==> config.mk <==
export PLATFORM = sky130hd
export DESIGN_NAME = fault_conditioner_wb
export DESIGN_NICKNAME = d
export VERILOG_FILES = /design/src/rtl/fault_cond_pkg.sv /design/src/rtl/fault_filter_ch.sv /design/src/rtl/fault_conditioner_wb.sv
export SDC_FILE = /design/constraint.sdc
export NUM_CORES = 1
export LEC_CHECK = 0
export ABC_AREA = 1
export CAP_MARGIN = 10
export CORE_UTILIZATION = 48
export DETAILED_ROUTE_END_ITERATION = 8
export PLACE_DENSITY = 0.88
export SLEW_MARGIN = 10
export SYNTH_ARGS = -nofsm -noshare
export SYNTH_HDL_FRONTEND = slang
export SYNTH_SLANG_ARGS = --single-unit
==> constraint.sdc <==
create_clock -name clk_i -period 2.8 [get_ports clk_i]
set_clock_uncertainty 0.1 [all_clocks]
set_input_delay 0.28 -clock clk_i [delete_from_list [all_inputs] [get_ports clk_i]]
set_output_delay 0.28 -clock clk_i [all_outputs]
set_load 0.005 [all_outputs]
==> src/rtl/fault_cond_pkg.sv <==
// Shared register map and field positions for the fault-input conditioner.
package fault_cond_pkg;

  // Word offsets decoded from adr_i[4:2]
  localparam logic [2:0] REG_CTRL   = 3'd0;
  localparam logic [2:0] REG_FILT   = 3'd1;
  localparam logic [2:0] REG_STATUS = 3'd2;
  localparam logic [2:0] REG_IM     = 3'd3;
  localparam logic [2:0] REG_RIS    = 3'd4;
  localparam logic [2:0] REG_CLR    = 3'd5;

  localparam int CTRL_EN_LSB    = 0;
  localparam int CTRL_POL_LSB   = 8;
  localparam int CTRL_LATCH_LSB = 16;

  localparam int STAT_FAULT_LSB = 0;
  localparam int STAT_FILT_LSB  = 8;
  localparam int STAT_SYNC_LSB  = 16;

  localparam logic [31:0] RD_DEFAULT = 32'h0000_0000;

endpackage

==> src/rtl/fault_filter_ch.sv <==
// One fault channel: 2-flop sync, polarity, glitch filter, sticky latch, output flop.
module fault_filter_ch
  import fault_cond_pkg::*;
#(
  parameter int FILT_W = 8
) (
  input  logic              clk,
  input  logic              rst,
  input  logic              pad,
  input  logic              pol,
  input  logic              en,
  input  logic              latch_mode,
  input  logic [FILT_W-1:0] thresh,
  input  logic              clr,
  output logic              sync_raw,
  output logic              filt,
  output logic              fault,
  output logic              rise
);

  logic [1:0]        sync_q;
  logic [FILT_W-1:0] cnt;
  logic              lat;
  logic              s;

  assign sync_raw = sync_q[1];
  assign s        = sync_q[1] ^ pol;

  // Filtered level is about to go high on this edge
  assign rise = en & ~filt & s & (cnt == thresh);

  always_ff @(posedge clk or posedge rst) begin
    if (rst) begin
      sync_q <= '0;
      cnt    <= '0;
      filt   <= 1'b0;
      lat    <= 1'b0;
      fault  <= 1'b0;
    end else begin
      sync_q <= {sync_q[0], pad};
      if (!en) begin
        cnt  <= '0;
        filt <= 1'b0;
        lat  <= 1'b0;
      end else begin
        if (s == filt) begin
          cnt <= '0;
        end else if (cnt == thresh) begin
          filt <= s;
          cnt  <= '0;
        end else begin
          cnt <= cnt + 1'b1;
        end
        // A clear is refused while the fault is still present; a new rise beats it
        if (rise)
          lat <= 1'b1;
        else if (clr && !filt)
          lat <= 1'b0;
      end
      fault <= en & (latch_mode ? (lat | filt) : filt);
    end
  end

endmodule

==> src/rtl/fault_conditioner_wb.sv <==
// Wishbone slave wrapping N_CH fault channels with a register file and level IRQ.
module fault_conditioner_wb
  import fault_cond_pkg::*;
#(
  parameter int N_CH   = 2,
  parameter int FILT_W = 8
) (
  input  logic            clk_i,
  input  logic            rst_i,
  input  logic [31:0]     adr_i,
  input  logic [31:0]     dat_i,
  output logic [31:0]     dat_o,
  input  logic [3:0]      sel_i,
  input  logic            cyc_i,
  input  logic            stb_i,
  input  logic            we_i,
  output logic            ack_o,
  input  logic [N_CH-1:0] fault_pad_i,
  output logic [N_CH-1:0] fault_o,
  output logic            irq_o
);

  logic [N_CH-1:0]   en, pol, latch_mode, im, ris;
  logic [N_CH-1:0]   sync_raw, filt, rise, clr, ris_clr;
  logic [FILT_W-1:0] thresh;
  logic [2:0]        idx;
  logic              req, wr;
  logic [31:0]       rd_data;
  logic              unused_bits;

  assign idx = adr_i[4:2];
  assign req = stb_i & cyc_i & ~ack_o;
  assign wr  = req & we_i;

  assign clr     = (wr && idx == REG_CLR && sel_i[0]) ? dat_i[N_CH-1:0] : '0;
  assign ris_clr = (wr && idx == REG_RIS && sel_i[0]) ? dat_i[N_CH-1:0] : '0;

  assign unused_bits = &{1'b0, adr_i[31:5], adr_i[1:0], dat_i, sel_i};

  for (genvar g = 0; g < N_CH; g++) begin : g_ch
    fault_filter_ch #(.FILT_W(FILT_W)) u_ch (
      .clk        (clk_i),
      .rst        (rst_i),
      .pad        (fault_pad_i[g]),
      .pol        (pol[g]),
      .en         (en[g]),
      .latch_mode (latch_mode[g]),
      .thresh     (thresh),
      .clr        (clr[g]),
      .sync_raw   (sync_raw[g]),
      .filt       (filt[g]),
      .fault      (fault_o[g]),
      .rise       (rise[g])
    );
  end

  always_comb begin
    rd_data = RD_DEFAULT;
    case (idx)
      REG_CTRL: begin
        for (int i = 0; i < N_CH; i++) begin
          rd_data[CTRL_EN_LSB + i]    = en[i];
          rd_data[CTRL_POL_LSB + i]   = pol[i];
          rd_data[CTRL_LATCH_LSB + i] = latch_mode[i];
        end
      end
      REG_FILT: rd_data[FILT_W-1:0] = thresh;
      REG_STATUS: begin
        for (int i = 0; i < N_CH; i++) begin
          rd_data[STAT_FAULT_LSB + i] = fault_o[i];
          rd_data[STAT_FILT_LSB + i]  = filt[i];
          rd_data[STAT_SYNC_LSB + i]  = sync_raw[i];
        end
      end
      REG_IM:  rd_data[N_CH-1:0] = im;
      REG_RIS: rd_data[N_CH-1:0] = ris;
      default: ;
    endcase
  end

  always_ff @(posedge clk_i or posedge rst_i) begin
    if (rst_i) begin
      ack_o      <= 1'b0;
      dat_o      <= RD_DEFAULT;
      en         <= '0;
      pol        <= '0;
      latch_mode <= '0;
      thresh     <= '0;
      im         <= '0;
      ris        <= '0;
      irq_o      <= 1'b0;
    end else begin
      ack_o <= req;
      dat_o <= (req && !we_i) ? rd_data : RD_DEFAULT;
      if (wr && idx == REG_CTRL) begin
        for (int i = 0; i < N_CH; i++) begin
          if (sel_i[0]) en[i]         <= dat_i[CTRL_EN_LSB + i];
          if (sel_i[1]) pol[i]        <= dat_i[CTRL_POL_LSB + i];
          if (sel_i[2]) latch_mode[i] <= dat_i[CTRL_LATCH_LSB + i];
        end
      end
      if (wr && idx == REG_FILT) begin
        for (int j = 0; j < FILT_W; j++)
          if (sel_i[j / 8]) thresh[j] <= dat_i[j];
      end
      if (wr && idx == REG_IM && sel_i[0])
        im <= dat_i[N_CH-1:0];
      // Set wins over a simultaneous W1C
      ris   <= (ris & ~ris_clr) | rise;
      irq_o <= |(ris & im);
    end
  end

endmodule
==> results of run 1 <==
## power by group through the flow
stage                     registers (mW)  clock network, mW  logic (mW)
final                              0.922              0.658       0.221
after global routing               0.927              0.707       0.255
after CTS                          0.921              0.667       0.222
after detailed placement           0.936                  0       0.220
after global placement             0.933                  0       0.212
after floorplan                    0.924                  0       0.158
## worst min-delay path by stage
stage,slack [ps],cells past startpoint,to
2_1_floorplan,210,0,g_ch[0].u_ch.sync_q[0]
3_3_place_gp,230,0,g_ch[1].u_ch.sync_q[1]
3_5_place_dp,230,0,g_ch[1].u_ch.sync_q[1]
4_1_cts,260,2,g_ch[1].u_ch.sync_q[0]
5_1_grt,260,0,g_ch[1].u_ch.sync_q[1]
6_report,250,2,dat_o[1]
## layout make-up
type	instances	area, um^2
Multi-Input combinational cell	256	1262
Clock inverter	3	15.01
Tap cell	75	93.84
Inverter	48	180.2
Timing Repair Buffer	42	415.4
Clock buffer	13	148.9
Sequential cell	58	1451
Fill cell	500	2424
## stage by stage
| step | std cells | setup slack, ps | area [um^2] |
|---|---|---|---|
| final | 495 | 1182 | 3567 |
| after global routing | 495 | 1046 | 3567 |
| after CTS | 495 | 1163 | 3567 |
| after detailed placement | 479 | 868.7 | 3403 |
| after global placement | 479 | 895.0 | 3403 |
| after floorplan | 386 | 992.0 | 3074 |
## flip-flops by register name, summed over array words and instances (netlist names)
| signal | cells |
|---|---|
| en | 2 |
| ack_o | 1 |
| g_ch.u_ch.sync_q | 4 |
| im | 2 |
| pol | 2 |
| g_ch.u_ch.fault | 2 |
| ris | 2 |
| latch_mode | 2 |
| irq_o | 1 |
| g_ch.u_ch.filt | 2 |
| g_ch.u_ch.cnt | 16 |
| dat_o | 12 |
| thresh | 8 |
| g_ch.u_ch.lat | 2 |
## cell usage after synthesis, types with 5 or more instances
cell	instances	area (um^2)
nand2_1	107	401.6
dfrtp_1	58	1451
inv_1	46	172.7
nor2_1	38	142.6
buf_4	22	165.2
nand3_1	20	100.1
xnor2_1	9	78.83
xor2_1	9	78.83
a21oi_1	8	40.04
nor3_1	8	40.04
a21oi_2	6	52.55
nand4_1	6	37.54
o21ai_0	5	25.02
o21ai_1	5	25.02
## metal layers
layer,vias up,part of all wire,track usage
li1,1201,-,-
met1,1146,0.44,0.2744
met2,69,0.49,0.3462
met3,12,0.042,0.04607
met4,0,0.022,0.1304
met5,-,0,0
## cells by family (layout without fill, tap and decap cells)
kind of cell	after synthesis	in the layout	share of synthesized area
fa+ha+maj	2	2	0.008332
simple gates	189	189	0.2783
buf+inv	72	106	0.1200
other cells	1	20	0.001249
xor+xnor	18	18	0.05250
compound gates	27	27	0.05625
flops	58	58	0.4833
==> summary.md, run 1 <==
| Metric | Value |
|---|---|
| Status | `complete, no violations` |
| Worst-Skew Late Latency | `340 ps` |
| Sw power | `487.7 uW` |
| Critical Path RT | `about 2400 ps` |
| Seq cells post-synth | `slightly below 60` |
| N_diodes | `0` |
| Root Driver | `clkbuf_8` |
| Total clock sinks | `58` |
| I/O pin count | `111` |
| Layout cells sized above 1 | `0.08571` |
| Total grt overflow | `0` |
| CTS tree | `built` |
| Type of the worst setup path | `flop to output port` |
| CP delay by family, top | `buffers and inverters` |
| Seq/Total Area, Yosys | `0.4833` |
| CP startpoint kind | `flop` |
| Worst IR Drop VDD | `263.5 uV` |
| Crit path buf inv count | `1` |
| Hold_buf cts | `0` |
| Number of global-route vias before repair | `between 2000 and 2500` |
| Wire per inst | `roughly 12 um` |
| Die width | `81.10 um` |
| Reg2reg start | `thresh[7]` |
| Row cnt | `28` |
| Async SR Flop Fraction | `1.000` |
| CTS resizes | `0` |
| Critical path endpoint category | `output port` |
| Final Max Slew Viols | `0` |
| RSZ-0062 raised after global routing | `no` |
| First-pass GRT wire length | `10490 um` |
| Area grow syn2layout | `18.79%` |
| DIE AREA | `0.006576 mm^2` |
| Max cap viols | `0` |
| Post-route DRC violation count | `0` |
| Initial DRC Count | `between 150 and 200` |
| Total power | `1.801 mW` |
| Routed Antenna Nets | `0` |
| Post-detail-place hpwl | `between 4000 and 5000 um` |
| Hold WS | `246.9 ps` |
| Worst path max stage delay | `510 ps` |
| Gpl congestion | `0.8333` |
| Crit path cell chain | `clkdlybuf4s50_1` |
| Clock power share | `0.366` |
| Internal power | `1.313 mW` |
| Die height | `81.10 um` |
| F_max | `617.9 MHz` |
| Stages on the worst setup path | `1` |
| Avg Inst Size Synth | `8.182 um^2` |
| Synth warn | `0` |
| Unique cell type count in the Yosys netlist | `28` |
| Commonest non-fill, non-tap cell in the layout | `nand2_1` |
| CP Launch Point | `ack_o` |
| Switch share | `0.2708` |
| Vias per cell | `just under 5` |
| Post-synth EDFFs | `0` |
| Power Density | `504.8 mW/mm^2` |
| Clk slew on worst S/H paths | `60 ps` |
| Mapped Area | `0.003003 mm^2` |
| Final Hold Viols | `0` |
| Slowest cell on crit path | `clkdlybuf4s50_1` |
| Total negative setup slack | `0 ps` |
| Final worst-path cycle share | `0.5780` |
| Initial antenna violation count | `0` |
| Least-Margin Pin Slew | `637.7 ps` |
| Crit path DAT | `1240 ps` |
| Synth Flop Type | `dfrtp_1` |
| Gate Count Post-Synth | `367` |
| FF-to-FF path depth | `8` |
| Lkg Pwr | `~1.7 nW` |
| Core area | `between 0.005 and 0.006 mm^2` |
| RR Endpoint | `g_ch[1].u_ch.cnt[3]` |
| Layout Nets | `492` |
| Num CTS Buffers | `9` |
| Critical Path Sink | `ack_o` |
| Min Tclk post-route | `roughly 1600 ps` |
| Port bufs | `40` |
| Detailed Routing Iterations Pass 1 | `4` |
| Initial Utilization | `0.5013` |
| Most frequent cells in the layout | `nand2_1, dfrtp_1, inv_1` |
| Worst hold path type | `input port to async pin` |
| Total Wirelength | `6174 um` |
| Routed vias | `between 2000 and 2500` |
| Total Routing Usage GR | `0.2185` |
| Worst-path fanout max | `2` |
| Max Buffers Root-to-Sink | `2` |
| CTS H-tree lvls | `3` |
| Slew HR | `0.5743` |
| Final core occ | `0.5954` |
| Largest net degree at the start of global routing | `31` |
| Final setup violating endpoints | `0` |
| Postcts setup bufs | `0` |
| Sequential power share | `0.512` |
| R2R setup slack | `1210 ps` |
| Combinational power share | `0.123` |
Power figures use the tool's default switching activity.
==> run 2, diff against run 1 <==
--- a/config.mk
+++ b/config.mk
@@ -7,9 +7,9 @@
 export LEC_CHECK = 0
 export ABC_AREA = 1
 export CAP_MARGIN = 10
-export CORE_UTILIZATION = 48
+export CORE_UTILIZATION = 40
 export DETAILED_ROUTE_END_ITERATION = 8
-export PLACE_DENSITY = 0.88
+export PLACE_DENSITY = 0.78
 export SLEW_MARGIN = 10
 export SYNTH_ARGS = -nofsm -noshare
 export SYNTH_HDL_FRONTEND = slang
==> constraint.sdc (replaced) <==
create_clock -name clk_i -period 1.45 [get_ports clk_i]
set_clock_uncertainty 0.1 [all_clocks]
set_input_delay 0.145 -clock clk_i [delete_from_list [all_inputs] [get_ports clk_i]]
set_output_delay 0.145 -clock clk_i [all_outputs]
set_load 0.005 [all_outputs]
==> run 2 against run 1 <==
Effect of this change:
- power up 110%
- sequential power up 94%
- utilization down 3.3 points
- register-to-register slack worse by 1200 ps
- first-iteration DRC count down 37%
- non-clock buffer count up 41
- die area up 19%
- via count up 8.8%
- critical path depth up 8
- clock-buffer cell count unchanged
- critical path type is now flop to flop
- critical endpoint is now g_ch[0].u_ch.cnt[4]
==> summary.md, run 2 (synthesized netlist as in run 1, its figures left out) <==
| Metric | Value |
|---|---|
| I/O pin count | `111` |
| Final Max Slew Viols | `0` |
| CTS tree | `built` |
| CP Launch Point | `g_ch[0].u_ch.cnt[5]` |
| CP delay by family, top | `simple AND/OR/NAND/NOR gates` |
| Total Wirelength | `7151 um` |
| Worst Slack Setup Final | `11.68 ps` |
| Largest net degree at the start of global routing | `28` |
| Routed Antenna Nets | `0` |
| Total grt overflow | `0` |
| Critical Path RT | `1570 ps` |
| Most frequent cells in the layout | `nand2_1, dfrtp_1, inv_1` |
| Clock power share | `0.372` |
| Type of the worst setup path | `flop to flop` |
| Final worst-path cycle share | `0.9919` |
| Crit path DAT | `1560 ps` |
| Core area | `0.007253 mm^2` |
| Final setup violating endpoints | `0` |
| Final core occ | `0.5627` |
| Worst path max stage delay | `430 ps` |
| Max Buffers Root-to-Sink | `2` |
| Top reg by flops | `g_ch.u_ch.cnt` |
| Initial DRC Count | `114` |
| Multi-input gate area | `0.001370 mm^2` |
| CTS H-tree lvls | `3` |
| Total power | `3.788 mW` |
| DIE AREA | `0.007858 mm^2` |
| Area grow syn2layout | `35.92%` |
| Status | `complete, no violations` |
| Wire per inst | `12.79 um` |
| Vias per cell | `4.726` |
| Worst hold path type | `input port to flop` |
| Switch share | `0.2680` |
| Placed Area | `0.003702 mm^2` |
| N_diodes | `0` |
| Routed vias | `2642` |
| Crit path buf inv count | `2` |
| Row cnt | `31` |
| Biggest regs | `g_ch.u_ch.cnt: 16 flops, dat_o: 12 flops, thresh: 8 flops` |
| Worst IR Drop VDD | `between 400 and 500 uV` |
| Critical path endpoint category | `flop` |
| Die width | `88.65 um` |
| Worst-Skew Late Latency | `around 340 ps` |
| Final Hold Viols | `0` |
| Die height | `88.65 um` |
| Post-detail-place hpwl | `4898 um` |
| Max FFs per register | `16` |
| CP dominant cell by count | `nand2_2` |
| Total clock sinks | `58` |
| Number of global-route vias before repair | `2453` |
| Root Driver | `clkbuf_8` |
| Reg2reg start | `g_ch[0].u_ch.cnt[5]` |
| Total Routing Usage GR | `0.1823` |
| Hold WS | `147.0 ps` |
| Internal power | `2.773 mW` |
| Commonest non-fill, non-tap cell in the layout | `nand2_1` |
| Layout Nets | `roughly 530` |
| Hold Crit Start | `fault_pad_i[0]` |
| First-pass GRT wire length | `10740 um` |
| Combinational power share | `0.155` |
| Gpl congestion | `0.8348` |
| Max cap viols | `0` |
| Port bufs | `40` |
| Pre-CTS setup slack | `-263.7 ps` |
| Slowest cell on crit path | `dfrtp_1` |
| CP startpoint kind | `flop` |
| Post-route DRC violation count | `0` |
| Worst-path fanout max | `7` |
| RSZ-0062 raised after global routing | `yes` |
| Sequential Area | `0.001456 mm^2` |
| Crit path cell chain | `inv_2, nand2_2, nand2_2, nand3_2, nor2_4, nand2_2, nand3_2, buf_6, nor2_2` |
| Initial antenna violation count | `0` |
| Power Density | `928.2 mW/mm^2` |
| Num CTS Buffers | `9` |
| Fillers | `between 600 and 700` |
| Detailed Routing Iterations Pass 1 | `4` |
| Sw power | `1.015 mW` |
| Initial Utilization | `0.4140` |
| Min Tclk post-route | `~1400 ps` |
| Clk slew on worst S/H paths | `70 ps` |
| Layout cells sized above 1 | `0.2413` |
| F_max | `about 700 MHz` |
| Sequential power share | `0.473` |
| Lkg Pwr | `between 1.5 and 2 nW` |
| Post-route cell area | `a little over 0.004 mm^2` |
run 2: cell count changes in the layout (fill, tap and decap cells not counted), sizes merged:
| cell | change |
|---|---|
| dlygate4sd2 | +2 |
| inv | -1 |
| clkdlybuf4s50 | -3 |
| clkinv | -1 |
| clkinvlp | +1 |
| dlymetal6s2s | +1 |
| buf | +40 |
| dlygate4sd3 | +1 |
run 2: area by class of cell:
class                      instances  area share
sequential                        58      0.3568
tap                               99     0.03035
inverter                          48     0.04506
multi-input combinational        256      0.3357
timing repair buffer              83      0.1858
clock buffer                      13     0.04384
clock inverter                     2    0.002452
run 2: worst paths after layout:
path | slack [ps] | cells after the start | to
hold / removal | 150 | 1 | g_ch[0].u_ch.sync_q[0]
setup / recovery | 10 | 9 | g_ch[0].u_ch.cnt[4]
hold reg to reg | 250 | 0 | g_ch[1].u_ch.sync_q[1]
min in group asynchronous | 530 | 3 | dat_o[17]
max in group asynchronous | 330 | 4 | thresh[6]
setup reg to reg | 10 | 9 | g_ch[0].u_ch.cnt[4]
run 2: worst reg2reg max path, cell delays in order, from the launching register on:
cell and delay, ps:
dfrtp_1 430, inv_2 90, nand2_2 60, nand2_2 90, nand3_2 90, nor2_4 120
nand2_2 70, nand3_2 80, buf_6 150, nor2_2 40
run 2: stage by stage:
stage	std cells	TNS (ps)
final	559	0
after global routing	559	-433.0
after CTS	552	0
after detailed placement	535	-5644
after global placement	535	-3983
after floorplan	386	0
run 2: power by group through the flow:
stage,clock network [mW],logic [mW],registers [mW]
floorplan,0,0.306,1.78
global placement,0,0.499,1.80
detailed placement,0,0.513,1.81
CTS,1.42,0.527,1.78
global route,1.50,0.646,1.80
finish,1.41,0.587,1.79
run 2: routing by layer:
metal  share of wire  GRT usage  vias up
met5               0          0        -
met4           0.022    0.09238        0
met3           0.041    0.04011       17
met2            0.53     0.2979       87
met1            0.41     0.2275     1256
li1                -          -     1282
run 2: timing repair:
| action | 4_1_cts | 5_1_grt |
|---|---|---|
| endpoints found under the hold margin | 5 | 0 |
| resized for setup | 4 | 37 |
| setup endpoints to repair | 16 | 30 |
| setup buffers | 1 | 7 |
| hold buffers | 1 | 0 |
| pin swaps | 0 | 10 |
